### config.mk
export PLATFORM = sky130hd
export DESIGN_NAME = accumulate_fix
export DESIGN_NICKNAME = d
export VERILOG_FILES = /design/src/rtl/accumulate_fix.sv
export SDC_FILE = /design/constraint.sdc
export NUM_CORES = 1
export LEC_CHECK = 0
export ABC_AREA = 0
export BUFFER_PORTS_ARGS = -buffer_cell sky130_fd_sc_hd__buf_2
export CAP_MARGIN = 10
export CORE_MARGIN = 3
export CORE_UTILIZATION = 40
export CTS_BUF_LIST = sky130_fd_sc_hd__clkbuf_8
export DETAILED_ROUTE_END_ITERATION = 7
export GPL_TIMING_DRIVEN = 0
export PLACE_DENSITY = 0.65
export SYNTH_ARGS = -nofsm -noshare
export SYNTH_HDL_FRONTEND = slang
export SYNTH_SLANG_ARGS = --single-unit
### constraint.sdc
create_clock -name aclk -period 13.05 [get_ports aclk]
set_input_delay 1.305 -clock aclk [delete_from_list [all_inputs] [get_ports aclk]]
set_output_delay 1.305 -clock aclk [all_outputs]
set_load 0.01 [all_outputs]
### src/rtl/accumulate_fix.sv
// accumulate_fix: sums a product stream into a wide accumulator and presents each sum on a registered AXI-stream output.
// Define ACCUMULATE_FIX_SAT_EN to clamp overflowing sums to all ones instead of wrapping.
module accumulate_fix #(
    parameter int DATAWIDTH_IN  = 60,
    parameter int DATAWIDTH_OUT = 64,
    parameter int ACC_LEN       = 16,
    parameter int OUTSHIFT      = 0,
    parameter int CW            = $clog2(ACC_LEN) + 1
) (
    input  logic                     aclk,
    input  logic                     areset,
    input  logic                     s_axis_prod_tvalid,
    input  logic [DATAWIDTH_IN-1:0]  s_axis_prod_tdata,
    input  logic                     s_axis_prod_tlast,
    output logic                     m_axis_acc_tvalid,
    input  logic                     m_axis_acc_tready,
    output logic [DATAWIDTH_OUT-1:0] m_axis_acc_tdata,
    output logic [CW-1:0]            m_axis_acc_tuser,
    output logic                     m_axis_acc_tsat,
    output logic                     overrun
);
    localparam int ACCW = DATAWIDTH_IN + $clog2(ACC_LEN);
    localparam int RW = (ACCW > DATAWIDTH_OUT) ? ACCW : DATAWIDTH_OUT;
    localparam logic [RW-1:0] MAXO = RW'({DATAWIDTH_OUT{1'b1}});

    logic [ACCW-1:0]          acc_q, acc_d, sum_next;
    logic [CW-1:0]            cnt_q, cnt_d, cnt_next, tuser_q, tuser_d;
    logic [RW-1:0]            r;
    logic [DATAWIDTH_OUT-1:0] red, tdata_q, tdata_d;
    logic                     ovf, comp, load;
    logic                     tvalid_q, tvalid_d, tsat_q, tsat_d, overrun_q, overrun_d;

    always_comb begin
        sum_next = acc_q + ACCW'(s_axis_prod_tdata);
        cnt_next = cnt_q + CW'(1);
        comp = s_axis_prod_tvalid && (cnt_next == CW'(ACC_LEN) || s_axis_prod_tlast);
        r = RW'(sum_next) >> OUTSHIFT;
        ovf = r > MAXO;
`ifdef ACCUMULATE_FIX_SAT_EN
        red = ovf ? '1 : r[DATAWIDTH_OUT-1:0];
`else
        red = r[DATAWIDTH_OUT-1:0];
`endif
        // A completed sum only lands if the register is empty or being drained this edge.
        load = comp && (!tvalid_q || m_axis_acc_tready);
        acc_d = comp ? '0 : s_axis_prod_tvalid ? sum_next : acc_q;
        cnt_d = comp ? '0 : s_axis_prod_tvalid ? cnt_next : cnt_q;
        tvalid_d = load || (tvalid_q && !m_axis_acc_tready);
        tdata_d = load ? red : tdata_q;
        tuser_d = load ? cnt_next : tuser_q;
        tsat_d = load ? ovf : tsat_q;
        overrun_d = overrun_q || (comp && tvalid_q && !m_axis_acc_tready);
    end

    always_ff @(posedge aclk or posedge areset) begin
        if (areset) begin
            acc_q     <= '0;
            cnt_q     <= '0;
            tvalid_q  <= 1'b0;
            tdata_q   <= '0;
            tuser_q   <= '0;
            tsat_q    <= 1'b0;
            overrun_q <= 1'b0;
        end else begin
            acc_q     <= acc_d;
            cnt_q     <= cnt_d;
            tvalid_q  <= tvalid_d;
            tdata_q   <= tdata_d;
            tuser_q   <= tuser_d;
            tsat_q    <= tsat_d;
            overrun_q <= overrun_d;
        end
    end

    assign m_axis_acc_tvalid = tvalid_q;
    assign m_axis_acc_tdata  = tdata_q;
    assign m_axis_acc_tuser  = tuser_q;
    assign m_axis_acc_tsat   = tsat_q;
    assign overrun           = overrun_q;
endmodule

==> out/metrics.cfg <==
[power_and_ir_drop]
finalPower_mw=2.36
pwr_density_cell_mw_per_mm2=228
vdd_ir_drop_max_uv=92.9
total_leakage_power_nw=4.93

[placement]
gp_congestion=0.900
placed_cell_area_mm2=0.0100
dp_hpwl_um=19400
port_buffers=134

[routing]
routed-via-count=7871
post_drt_wl_per_cell_um=17.6
ant_nets=0
finalWirelength_um=25100
first_pass_iters=5
routed_via_density=5.50
drc_errors=0
first_iter_violations=538

[cts]
root_buffer=clkbuf_8
cts_resized=0
numCtsBuffers=17
cts_tree=yes
postCtsSetupBuffers=0
clk_pin_slew_worst_paths_ps=90
hold_buffers=0
cts_sinks=140
insertion_delay_ps=470
clockBufferDepth=2
clock_tree.htree_level_count=4

[die]
rows=54
dieArea_mm2=0.0241
die_w_um=155
fp.coreArea_mm2=0.0219
initial_utilization=0.408
die_h_um=155
ios=137

[synth]
syn_area_per_cell_um2=9.08
ys_seq_area_frac=0.393
ys_ff_latch=140
synthMostInstantiatedCell=dfrtp_1
synth_commonest_cells=dfrtp_1 (140), nand2_1 (121), o21ai_0 (75)
yosysWarningCount=0
synth-main-ff-cell=dfrtp_1
yosysTopAreaCellShare=0.393
synth_area_mm2=0.00892
async_flop_share=1.00
netlist_instances=983
synth_edf_count=0
synth.area.top_cells=dfrtp_1 (39%), ha_1 (8.7%), nand2_1 (5.1%)
synth.largest_area_cell=dfrtp_1
yosysUniqueCellTypes=73
syn-num-nets=1111

[worst_setup_path]
cp-end-kind=flip-flop
crit_cells=13
crit_start=s_axis_prod_tdata[0]
critical_path_buf_inv_count=1
cp_slowest_cell=a211oi_2
worstPathArrival_ps=4840
r2r_end=m_axis_acc_tdata[52]
r2r_slack_ps=9110
cp_top_family=compound AO/OA/AOI/OAI gates
r2r-start=acc_q[0]
max_stage_delay_ps=460
critPathMaxFanout=3
endpoint=m_axis_acc_tdata[52]
crit_path_cell_trace=buf_2 > ha_1 > fa_1 > a211o_1 > a211o_1 > a21oi_1 > nor3_1 > a211oi_2 > o21ai_1 > a21boi_1 > o21ai_1 > xor2_1 > mux2_2
r2r_cells=12
crit_path_start_kind=input pin
crit_type=input pin to flip-flop
worstPathRequired_ps=13410

[grt]
grt-ovfl-total=0
antenna_found_initial=1
grt_pass1_wl_um=40000
grt_max_degree=71
first_global_vias=7697
track_usage=0.207

[cells_and_area]
utilization=0.474
num-nets-final=1266
area_growth_pct=16.2
drive_above_1_share=0.173
design_area_mm2=0.0104

[min_path]
hold_path.class=flip-flop to flip-flop

[sta]
final-hold-violation-count=0
fmax_ghz=0.223
tightestPinTransition_ps=800
rsz0062_at_grt=no
final_max_slew_viol_count=0
setup_viol=0
min_period_ps=4480
fin_crit_sh=0.344
fin_skew_ps=13.2
slew_headroom=0.467
tns_ps=0

[run_status]
outcome=complete, no violations

[run]
drv_cap=0

worst min path at each step:
stage | slack [ps] | cells past startpoint | end | startpoint
6_report | 480 | 2 | m_axis_acc_tdata[24] | m_axis_acc_tdata[24]
4_1_cts | 480 | 2 | m_axis_acc_tdata[24] | m_axis_acc_tdata[24]
5_1_grt | 500 | 2 | m_axis_acc_tdata[9] | m_axis_acc_tdata[9]
3_3_place_gp | 460 | 2 | m_axis_acc_tdata[20] | m_axis_acc_tdata[20]
3_5_place_dp | 460 | 2 | m_axis_acc_tdata[20] | m_axis_acc_tdata[20]
2_1_floorplan | 460 | 2 | acc_q[24] | acc_q[24]
flip-flops by register name, summed over array words and instances, names as in the netlist:
name and count:
m_axis_acc_tdata 64, acc_q 64, cnt_q 5, m_axis_acc_tuser 5, m_axis_acc_tvalid 1, overrun 1
report_power, final:
| part | total, mW | internal [mW] | switching [mW] |
|---|---|---|---|
| registers | 0.715 | 0.610 | 0.105 |
| logic | 1.31 | 0.522 | 0.790 |
| clock network | 0.337 | 0.138 | 0.199 |
| total | 2.36 | 1.27 | 1.09 |
stage by stage:
stage / hold WS, ps / worst slack [ps] / cells
3_3_place_gp: 456 / 6260 / 1397
2_1_floorplan: 456 / 7990 / 983
4_1_cts: 485 / 8590 / 1431
6_report: 479 / 8570 / 1432
5_1_grt: 499 / 8390 / 1432
3_5_place_dp: 465 / 8100 / 1399
worst register-to-register path: cells and delay by family, from the launching register on:
kind	cells	cell delay [ps]
XOR/XNOR	1	200
adder cells (fa/ha/maj)	2	670
AND/OR/NAND/NOR	1	160
flip-flops	1	400
AO/OA/AOI/OAI	7	2130
multiplexers	1	280
cell usage in the layout (no fill, tap or decap), types with 3 or more instances in the layout:
master / netlist / layout
and2_1: 7 / 7
clkinvlp_4: 0 / 5
a21oi_1: 74 / 74
o22ai_1: 4 / 4
or3_1: 5 / 5
nand4_1: 17 / 17
nand3_1: 20 / 20
inv_6: 0 / 7
o21a_1: 13 / 13
a211o_1: 3 / 3
o2bb2ai_1: 48 / 48
o21bai_1: 11 / 11
a21boi_1: 5 / 5
a31oi_1: 7 / 7
a41o_1: 4 / 4
xor2_1: 31 / 31
xnor2_1: 30 / 30
mux2_2: 14 / 14
inv_1: 27 / 26
and3_1: 6 / 6
nand2_1: 121 / 121
dfrtp_1: 140 / 140
nor3_1: 13 / 13
a21o_1: 31 / 31
clkbuf_8: 0 / 17
clkbuf_1: 40 / 40
a211oi_1: 6 / 6
o211ai_1: 3 / 3
o31ai_1: 7 / 7
o31a_1: 6 / 6
ha_1: 62 / 62
a31o_1: 5 / 5
buf_2: 3 / 137
nor2b_1: 10 / 10
a21oi_2: 3 / 3
nor2_1: 54 / 54
nand2b_1: 5 / 5
buf_1: 7 / 7
o21ai_1: 24 / 24
o21ai_0: 75 / 75
kinds of logic after synthesis:
family                     Yosys count  share of synthesized area
buffers and inverters               78                     0.0336
xor gates and xnor gates            61                     0.0599
AOI/OAI and AO/OA                  354                      0.267
DFF                                140                      0.393
muxes                               17                     0.0213
other                                1                   0.000420
adders and majority gates           63                     0.0892
and+or+nand+nor                    269                      0.136
layout make-up:
cell class	instances	area (um^2)
repair buffers	136	726
clock inverters	15	130
flip-flops and latches	140	3500
plain buffers	51	199
inverters	27	106
well taps	280	350
multi-input cells	765	5120
fillers	2181	11500
clock buffers	17	234
diodes	1	2.50
layer usage:
layer,vias to the layer above,global-route usage,share of wire
li1,3896,-,-
met1,3748,0.288,0.47
met2,207,0.331,0.46
met3,20,0.0428,0.056
met4,0,0.0534,0.012
met5,-,0,0
Power figures use the tool's default switching activity.
